**config.mk**
```make
export PLATFORM = sky130hd
export DESIGN_NAME = max_pool_2x2
export DESIGN_NICKNAME = d
export VERILOG_FILES = /design/src/rtl/max_pool_2x2.sv
export SDC_FILE = /design/constraint.sdc
export NUM_CORES = 1
export LEC_CHECK = 0
export BUFFER_PORTS_ARGS = -buffer_cell sky130_fd_sc_hd__clkbuf_2
export CORE_MARGIN = 3
export CORE_UTILIZATION = 40
export DETAILED_ROUTE_END_ITERATION = 10
export MAX_ROUTING_LAYER = met4
export PLACE_DENSITY = 0.54
export SYNTH_ARGS = -nofsm -noshare
export SYNTH_HDL_FRONTEND = slang
export SYNTH_SLANG_ARGS = --single-unit
```
**constraint.sdc**
```tcl
create_clock -name clk -period 4.1 [get_ports clk]
set_clock_uncertainty 0.05 [all_clocks]
set_input_delay 0.41 -clock clk [delete_from_list [all_inputs] [get_ports clk]]
set_output_delay 0.41 -clock clk [all_outputs]
set_load 0.005 [all_outputs]
```
**src/rtl/max_pool_2x2.sv**
```systemverilog
// 2x2 max pooling over a DIM x DIM raster-order frame.
// Even rows fold each horizontal pixel pair into a half-width line buffer;
// odd rows combine their own pair with the buffered pair and emit one
// pooled pixel per completed window, one cycle after the completing input.
module max_pool_2x2 #(
  parameter int DIM = 24,
  parameter int W   = 8
) (
  input  logic         clk,
  input  logic         reset,
  input  logic [W-1:0] pxl_in,
  input  logic         in_valid,
  output logic [W-1:0] pxl_out,
  output logic         out_valid,
  output logic         frame_done
);

  localparam int CW   = $clog2(DIM);
  localparam int AW   = CW - 1;
  localparam int HALF = DIM / 2;

  logic [CW-1:0] col_q, col_d;
  logic [CW-1:0] row_q, row_d;
  logic [W-1:0]  hold_q, hold_d;
  logic [W-1:0]  pxl_out_q, pxl_out_d;
  logic          out_valid_q, out_valid_d;
  logic          frame_done_q, frame_done_d;

  // Line buffer holds the horizontal pair maxima of the last even row.
  logic [W-1:0]  linebuf [0:HALF-1];
  logic [W-1:0]  lb_rd_q;

  logic [AW-1:0] lb_addr;
  logic          col_odd, row_odd, last_col, last_row;
  logic          lb_we, lb_re;
  logic [W-1:0]  pair_max, quad_max;

  assign lb_addr  = col_q[CW-1:1];
  assign col_odd  = col_q[0];
  assign row_odd  = row_q[0];
  assign last_col = (col_q == CW'(DIM - 1));
  assign last_row = (row_q == CW'(DIM - 1));

  // Unsigned maxima: horizontal pair, then pair against the buffered pair.
  assign pair_max = (pxl_in > hold_q) ? pxl_in : hold_q;
  assign quad_max = (pair_max > lb_rd_q) ? pair_max : lb_rd_q;

  // Write on even-row odd columns; on odd rows prefetch the entry at the
  // even column so the registered read is ready for the odd column.
  // Writes and reads never target the same row, so no bypass is needed.
  assign lb_we = in_valid && !reset && !row_odd &&  col_odd;
  assign lb_re = in_valid && !reset &&  row_odd && !col_odd;

  // Next-state: counters, hold register and output stage move only on valid pixels.
  always_comb begin
    col_d        = col_q;
    row_d        = row_q;
    hold_d       = hold_q;
    pxl_out_d    = pxl_out_q;
    out_valid_d  = 1'b0;
    frame_done_d = 1'b0;
    if (in_valid) begin
      if (last_col) begin
        col_d = '0;
        row_d = last_row ? '0 : row_q + 1'b1;
      end else begin
        col_d = col_q + 1'b1;
      end
      if (!col_odd) begin
        hold_d = pxl_in;
      end
      if (row_odd && col_odd) begin
        pxl_out_d    = quad_max;
        out_valid_d  = 1'b1;
        frame_done_d = last_row && last_col;
      end
    end
  end

  // Control and output registers with asynchronous clear.
  always_ff @(posedge clk or posedge reset) begin
    if (reset) begin
      col_q        <= '0;
      row_q        <= '0;
      hold_q       <= '0;
      pxl_out_q    <= '0;
      out_valid_q  <= 1'b0;
      frame_done_q <= 1'b0;
    end else begin
      col_q        <= col_d;
      row_q        <= row_d;
      hold_q       <= hold_d;
      pxl_out_q    <= pxl_out_d;
      out_valid_q  <= out_valid_d;
      frame_done_q <= frame_done_d;
    end
  end

  // Line buffer storage with registered read; contents are always rewritten before use.
  always_ff @(posedge clk) begin
    if (lb_we) begin
      linebuf[lb_addr] <= pair_max;
    end
    if (lb_re) begin
      lb_rd_q <= linebuf[lb_addr];
    end
  end

  assign pxl_out    = pxl_out_q;
  assign out_valid  = out_valid_q;
  assign frame_done = frame_done_q;

endmodule
```
==> results of run 1 <==
[flip-flops by register name (all words and copies together), names as in the netlist]
register,cells
linebuf,96
row_q,5
pxl_out,8
col_q,5
hold_q,8
frame_done,1
out_valid,1
lb_rd_q,8
[cells in the final DEF (no fill, tap or decap), drive strengths merged, types with 10 or more instances in the layout]
master,n
nand2,33
edfxtp,104
mux4,24
o21ai,21
dfrtp,28
nor2,11
mux2,10
clkbuf,38
ha,18
inv,19
[cell families after synthesis]
kind of cell	count (synthesis)	share of synthesized area [%]
xor+xnor	2	0.3062
simple gates	87	7.828
fa+ha+maj	18	3.936
compound gates	44	5.270
mux	43	13.45
flops	132	66.83
buf+inv	34	2.384
[report_power, final]
part           switching [W]  leakage [nW]  internal, W
combinational       0.000542         0.931     0.000493
clock               0.000522         0.286     0.000998
sequential          0.000180          1.30      0.00167
total                0.00124          2.52      0.00316
[per-layer routing]
metal | global-route usage [%] | vias up | share of wire, %
met3 | 4.229 | 14 | 4.0
li1 | - | 1436 | -
met1 | 21.13 | 1506 | 47
met2 | 23.25 | 71 | 47
met4 | 6.696 | 0 | 1.8
met5 | - | - | 0
[critical path, delay by kind of cell, from the launching register on]
family | cells | cell delay, ns
multiplexers | 1 | 0.42
flip-flops | 1 | 0.34
AO/OA/AOI/OAI | 7 | 1.53
AND/OR/NAND/NOR | 2 | 0.33
adder cells (fa/ha/maj) | 2 | 0.64
buffers and inverters | 1 | 0.05
[cell type report]
class,count,area (um2)
clock buffer,18,429.2
clock inverter,13,165.2
tap,180,225.2
timing repair buffer,27,152.6
fill,1208,7305
sequential,132,3825
inverter,19,71.32
multi-input combinational,194,1762
[stage by stage]
stage / std cells / worst slack, ns / hold WS [ns] / cell area, um2
6_report: 583 / 0.6172 / 0.02485 / 6630
5_1_grt: 583 / 0.3520 / 0.05858 / 6630
4_1_cts: 583 / 0.6185 / 0.03005 / 6630
3_5_place_dp: 552 / 0.4754 / 0.4534 / 6036
3_3_place_gp: 552 / 0.5296 / 0.4363 / 6036
2_1_floorplan: 360 / 0.9008 / 0.4207 / 5722
[Yosys cell counts, types with 2 or more instances]
cell type / instances
mux2_2: 3
buf_2: 4
a211o_1: 7
and2_1: 7
o21ai_0: 20
and3_1: 9
nand2b_1: 4
dfrtp_1: 28
clkbuf_1: 9
ha_1: 18
mux4_2: 24
nand3_1: 4
edfxtp_1: 104
nor2b_1: 4
o211ai_1: 2
a21oi_1: 8
nor2_1: 11
mux2i_1: 9
inv_1: 19
nor3_1: 5
mux2_4: 7
xnor2_1: 2
nand4_1: 4
nand2_1: 33
[worst min-delay path by stage]
| stage | endpoint | slack (ns) |
|---|---|---|
| 4_1_cts | col_q[4]$_DFFE_PP0P_ | 0.03 |
| 5_1_grt | col_q[4]$_DFFE_PP0P_ | 0.06 |
| 2_1_floorplan | row_q[1]$_DFFE_PP0P_ | 0.42 |
| 3_3_place_gp | row_q[1]$_DFFE_PP0P_ | 0.44 |
| 3_5_place_dp | row_q[1]$_DFFE_PP0P_ | 0.45 |
| 6_report | col_q[4]$_DFFE_PP0P_ | 0.02 |
==> metrics.cfg, run 1 <==
[clock_tree]
cts_max_level = 4
clk_path_buf_depth = 2
cts_sinks = 132
cts_tree = done
cts_hold_buf = 0
clk_pin_slew_worst_paths_ns = 0.05
postCtsSetupBuffers = 0
cts_buffers = 17
cts_resized = 0
insertion_delay_ns = 0.42
clockRootBuffer = clkbuf_16

[yosys]
synth_cell_type_count = 39
syn-num-nets = 389
ys_ff_latch = 132
yosysTopAreaCell = edfxtp_1
synth-edff-count = 104
syn_avg_cell_area_um2 = 15.89
yosys_warnings = 0
synth_area_leaders = edfxtp_1, dfrtp_1, mux4_2
synthFlopType = edfxtp_1
synth_cells = 360
synth_top_cell_area_share_pct = 54.58
synth_seq_area_share_pct = 66.83
synthArstFlopShare_pct = 21.21
netlist_area_um2 = 5722

[power_and_ir_drop]
p_leak_nw = 2.516
p_per_area_nw_per_um2 = 664.4
power_w = 0.004405
ir_drop_v = 0.0002895

[floorplan]
die_y_um = 125.6
die_area_um2 = 15780
io_pins = 21
core_um2 = 13930
die_w_um = 125.6
initial_utilization_pct = 41.06
rows = 43

[layout]
diodes = 0
drive_gt1_share_pct = 23.82
fin_util_pct = 47.58
fin_nets = 420
synthToLayoutAreaGrowth_pct = 15.88

[place]
gp_congestion = 0.8384
dp_hpwl_um = 7359
port_buffers = 20

[grt]
antenna_found_initial = 0
grt_max_degree = 33
grt_pass1_vias = 3058
gr-usage-all-layers_pct = 15.90
grt_pass1_wl_um = 17620
grt-ovfl-total = 0

[routing]
wirelength_um = 11360
via_count = 3027
detail_route.wl_per_cell_um = 19.49
via_per_inst = 5.192
drc = 0
dr.pass1.iters = 6
antenna_left = 0
drt_iter0_drc = 235

[critical_path]
crit_chain = inv_1 > ha_1 > a21oi_1 > o21ai_4 > o22ai_4 > mux2_4 > ha_1 > nor2b_1 > o211ai_1 > a21oi_1 > o22ai_2 > nor2_1 > a211o_1
rr_worst_depth = 13
start_kind = flop
worstSetupPathType = reg2reg
cp_max_fo = 14
endpoint = pxl_out[7]$_DFFE_PP0P_
arrival_ns = 3.74
reg2reg_from = hold_q[7]$_DFFE_PP0P_
reg2reg_to = pxl_out[7]$_DFFE_PP0P_
crit_path_end_kind = flop
slowest_delay_ns = 0.42
setup.worst_path.start = hold_q[7]$_DFFE_PP0P_
rrSetupSlack_ns = 0.62
required_ns = 4.35
slowest_stage = mux2_4

[flow_run]
maxCapViolations = 0

[worst_hold_path]
hp-class = in2async

[sta]
layout_min_cycle_time_ns = 3.483
setup_viol_count_final = 0
tightest_slew_ns = 0.9920
maxSlewHeadroom_pct = 33.87
clock.fmax_mhz = 287.1
setup_tns_ns = 0
slew_violations = 0
finalCritPeriodShare_pct = 84.95
hold_violations = 0
rsz0062_at_grt = no

[outcome]
outcome = completed

No activity file was read; power rests on OpenSTA's default activity.
==> run 2, diff against run 1 <==
--- a/config.mk
+++ b/config.mk
@@ -10,7 +10,7 @@
 export CORE_UTILIZATION = 40
 export DETAILED_ROUTE_END_ITERATION = 10
 export MAX_ROUTING_LAYER = met4
-export PLACE_DENSITY = 0.54
+export PLACE_DENSITY = 0.56
 export SYNTH_ARGS = -nofsm -noshare
 export SYNTH_HDL_FRONTEND = slang
 export SYNTH_SLANG_ARGS = --single-unit
==> constraint.sdc (replaced) <==
create_clock -name clk -period 2.9 [get_ports clk]
set_clock_uncertainty 0.05 [all_clocks]
set_input_delay 0.29 -clock clk [delete_from_list [all_inputs] [get_ports clk]]
set_output_delay 0.29 -clock clk [all_outputs]
set_load 0.005 [all_outputs]
==> run 2 against run 1 <==
The flow now finishes with violations (negative setup slack). Power rose by 49%. Worst setup slack worse by 0.81 ns. Global-route usage grew 0.88 points. Fmax is 13% higher. Sequential power up 42%. Worst hold slack improved by 0.13 ns. Wire length increased by 7.4%. Critical path type unchanged. Critical endpoint unchanged.
==> metrics.cfg, run 2 (synthesis gave the netlist of run 1 again) <==
[routing]
detail_route.wl_per_cell_um = 19.53
via_per_inst = 5.278
wirelength_um = 12210
dr.pass1.iters = 4
via_count = 3299
antenna_left = 0
drt_iter0_drc = 259
drc = 0

[clock_tree]
clockRootBuffer = clkbuf_16
cts_buffers = 17
cts_sinks = 132
clk_path_buf_depth = 2
clk_pin_slew_worst_paths_ns = 0.06
insertion_delay_ns = 0.42
cts_max_level = 4
cts_tree = done

[critical_path]
path_depth = 13
cp_max_fo = 5
arrival_ns = 3.34
setup.worst_path.start = hold_q[5]$_DFFE_PP0P_
crit_chain = inv_1 > ha_4 > a21oi_4 > o21ai_4 > o22ai_4 > buf_6 > mux2_4 > ha_4 > nand4_1 > a21oi_2 > o22ai_4 > and3_4 > a211o_1
rr_worst_depth = 13
crit_path_end_kind = flop
reg2reg_from = hold_q[5]$_DFFE_PP0P_
slowest_stage = dfrtp_1
slowest_delay_ns = 0.39
worstSetupPathType = reg2reg
rrSetupSlack_ns = -0.19
cpLargestDelayFamily = compound AO/OA/AOI/OAI gates
reg2reg_to = pxl_out[7]$_DFFE_PP0P_
start_kind = flop
required_ns = 3.14
cp_num_buf_inv = 2
endpoint = pxl_out[7]$_DFFE_PP0P_

[layout]
synthToLayoutAreaGrowth_pct = 24.75
drive_gt1_share_pct = 35.51
top_register = linebuf
diodes = 0
layout_commonest_cell = edfxtp_1
final_cell_mix = edfxtp_1, buf_4, nand2_1, dfrtp_1, mux4_2
fill_cells = 1138
fin_nets = 461
final_cells = 625
largest_register_ffs = 96
fin_area_um2 = 7138

[sta]
maxSlewHeadroom_pct = 46.42
finalCritPeriodShare_pct = 106.6
setup_viol_count_final = 8
rsz0062_at_grt = yes
layout_min_cycle_time_ns = 3.092
worst_slack_ns = -0.1919
hold_violations = 0
slew_violations = 0
fin_hold_ws_ns = 0.1566
clock.fmax_mhz = 323.4
tightest_slew_ns = 0.8037

[floorplan]
die_area_um2 = 15780
core_um2 = 13930
die_w_um = 125.6
initial_utilization_pct = 41.06
rows = 43
die_y_um = 125.6
io_pins = 21

[power_and_ir_drop]
ir_drop_v = 0.0005201
p_leak_nw = 2.718
p_per_area_nw_per_um2 = 919.3

[place]
pre_cts_ws_ns = -0.3009
place_area_um2 = 6331
port_buffers = 20
dp_hpwl_um = 7885
dp_cells = 586
gp_congestion = 0.7945

[grt]
grt-ovfl-total = 0
grt_max_degree = 29
antenna_found_initial = 0
grt_pass1_wl_um = 19310
grt_pass1_vias = 3312
gr-usage-all-layers_pct = 16.78

[outcome]
violations = negative setup slack
outcome = finished, violations left

[worst_hold_path]
hp-class = in2reg
min_delay_path_depth = 4

[flow_run]
maxCapViolations = 0

-- run 2: cell types whose count changed in the layout (fill, tap and decap cells not counted), moves of 3 or more --
cell | previous run | this run
ha_4 | 0 | 9
a21oi_1 | 8 | 4
a21oi_2 | 1 | 4
clkinv_1 | 4 | 1
buf_4 | 7 | 43
ha_1 | 18 | 9
-- run 2: report_power, final --
group	leakage, nW	internal [W]	total (W)	switching (W)
Combinational	1.14	0.000907	0.00180	0.000892
Clock	0.274	0.00135	0.00215	0.000796
Sequential	1.30	0.00236	0.00262	0.000258
Total	2.72	0.00462	0.00656	0.00195
-- run 2: worst min path at each step --
stage               from               endpoint  slack, ns
2_1_floorplan      reset   col_q[0]$_DFFE_PP0P_       0.31
3_3_place_gp       reset   col_q[0]$_DFFE_PP0P_       0.36
3_5_place_dp       reset   col_q[0]$_DFFE_PP0P_       0.37
4_1_cts        pxl_in[7]  hold_q[7]$_DFFE_PP0P_       0.15
5_1_grt        pxl_in[2]  hold_q[2]$_DFFE_PP0P_       0.17
6_report       pxl_in[3]  hold_q[3]$_DFFE_PP0P_       0.16
-- run 2: area by class of cell --
class | instances | area [um2] | area share (%)
tap | 180 | 225.2 | 3.155
timing repair buffer | 67 | 475.5 | 6.661
clock inverter | 12 | 155.1 | 2.174
multi-input combinational | 195 | 1949 | 27.31
inverter | 19 | 71.32 | 0.9991
sequential | 132 | 3825 | 53.58
clock buffer | 20 | 436.7 | 6.117
-- run 2: per-stage QoR --
stage          utilization, %  setup TNS (ns)  power, W
2_1_floorplan               -          -1.124  0.003690
3_3_place_gp            45.43          -1.897  0.004297
3_5_place_dp            45.43          -2.219  0.004329
4_1_cts                 50.85         -0.9037  0.006582
5_1_grt                 51.23          -2.118  0.006868
6_report                51.23          -1.111  0.006562
-- run 2: what timing repair did --
| action | CTS | global route |
|---|---|---|
| resized for setup | 18 | 4 |
| hold buffers | 1 | 0 |
| pin swaps | 20 | 3 |
| cloned | 1 | 0 |
| setup endpoints to repair | 8 | 8 |
| endpoints found under the hold margin | 28 | 0 |
| buffers inserted | 3 | 2 |
-- run 2: metal layers --
metal | share of wire [%] | vias up | GRT usage [%] | routed length [um]
li1 | - | 1521 | - | -
met1 | 47 | 1702 | 22.85 | 5716
met2 | 48 | 63 | 24.98 | 5867
met3 | 3.3 | 13 | 3.887 | 406
met4 | 1.8 | 0 | 5.804 | 214
met5 | 0 | - | - | 0
-- run 2: worst register-to-register path, stage by stage, from the launching register on --
cell,delay (ns)
dfrtp_1,0.39
inv_1,0.11
ha_4,0.23
a21oi_4,0.17
o21ai_4,0.07
o22ai_4,0.18
buf_6,0.16
mux2_4,0.32
ha_4,0.27
nand4_1,0.14
a21oi_2,0.25
o22ai_4,0.15
and3_4,0.21
a211o_1,0.27
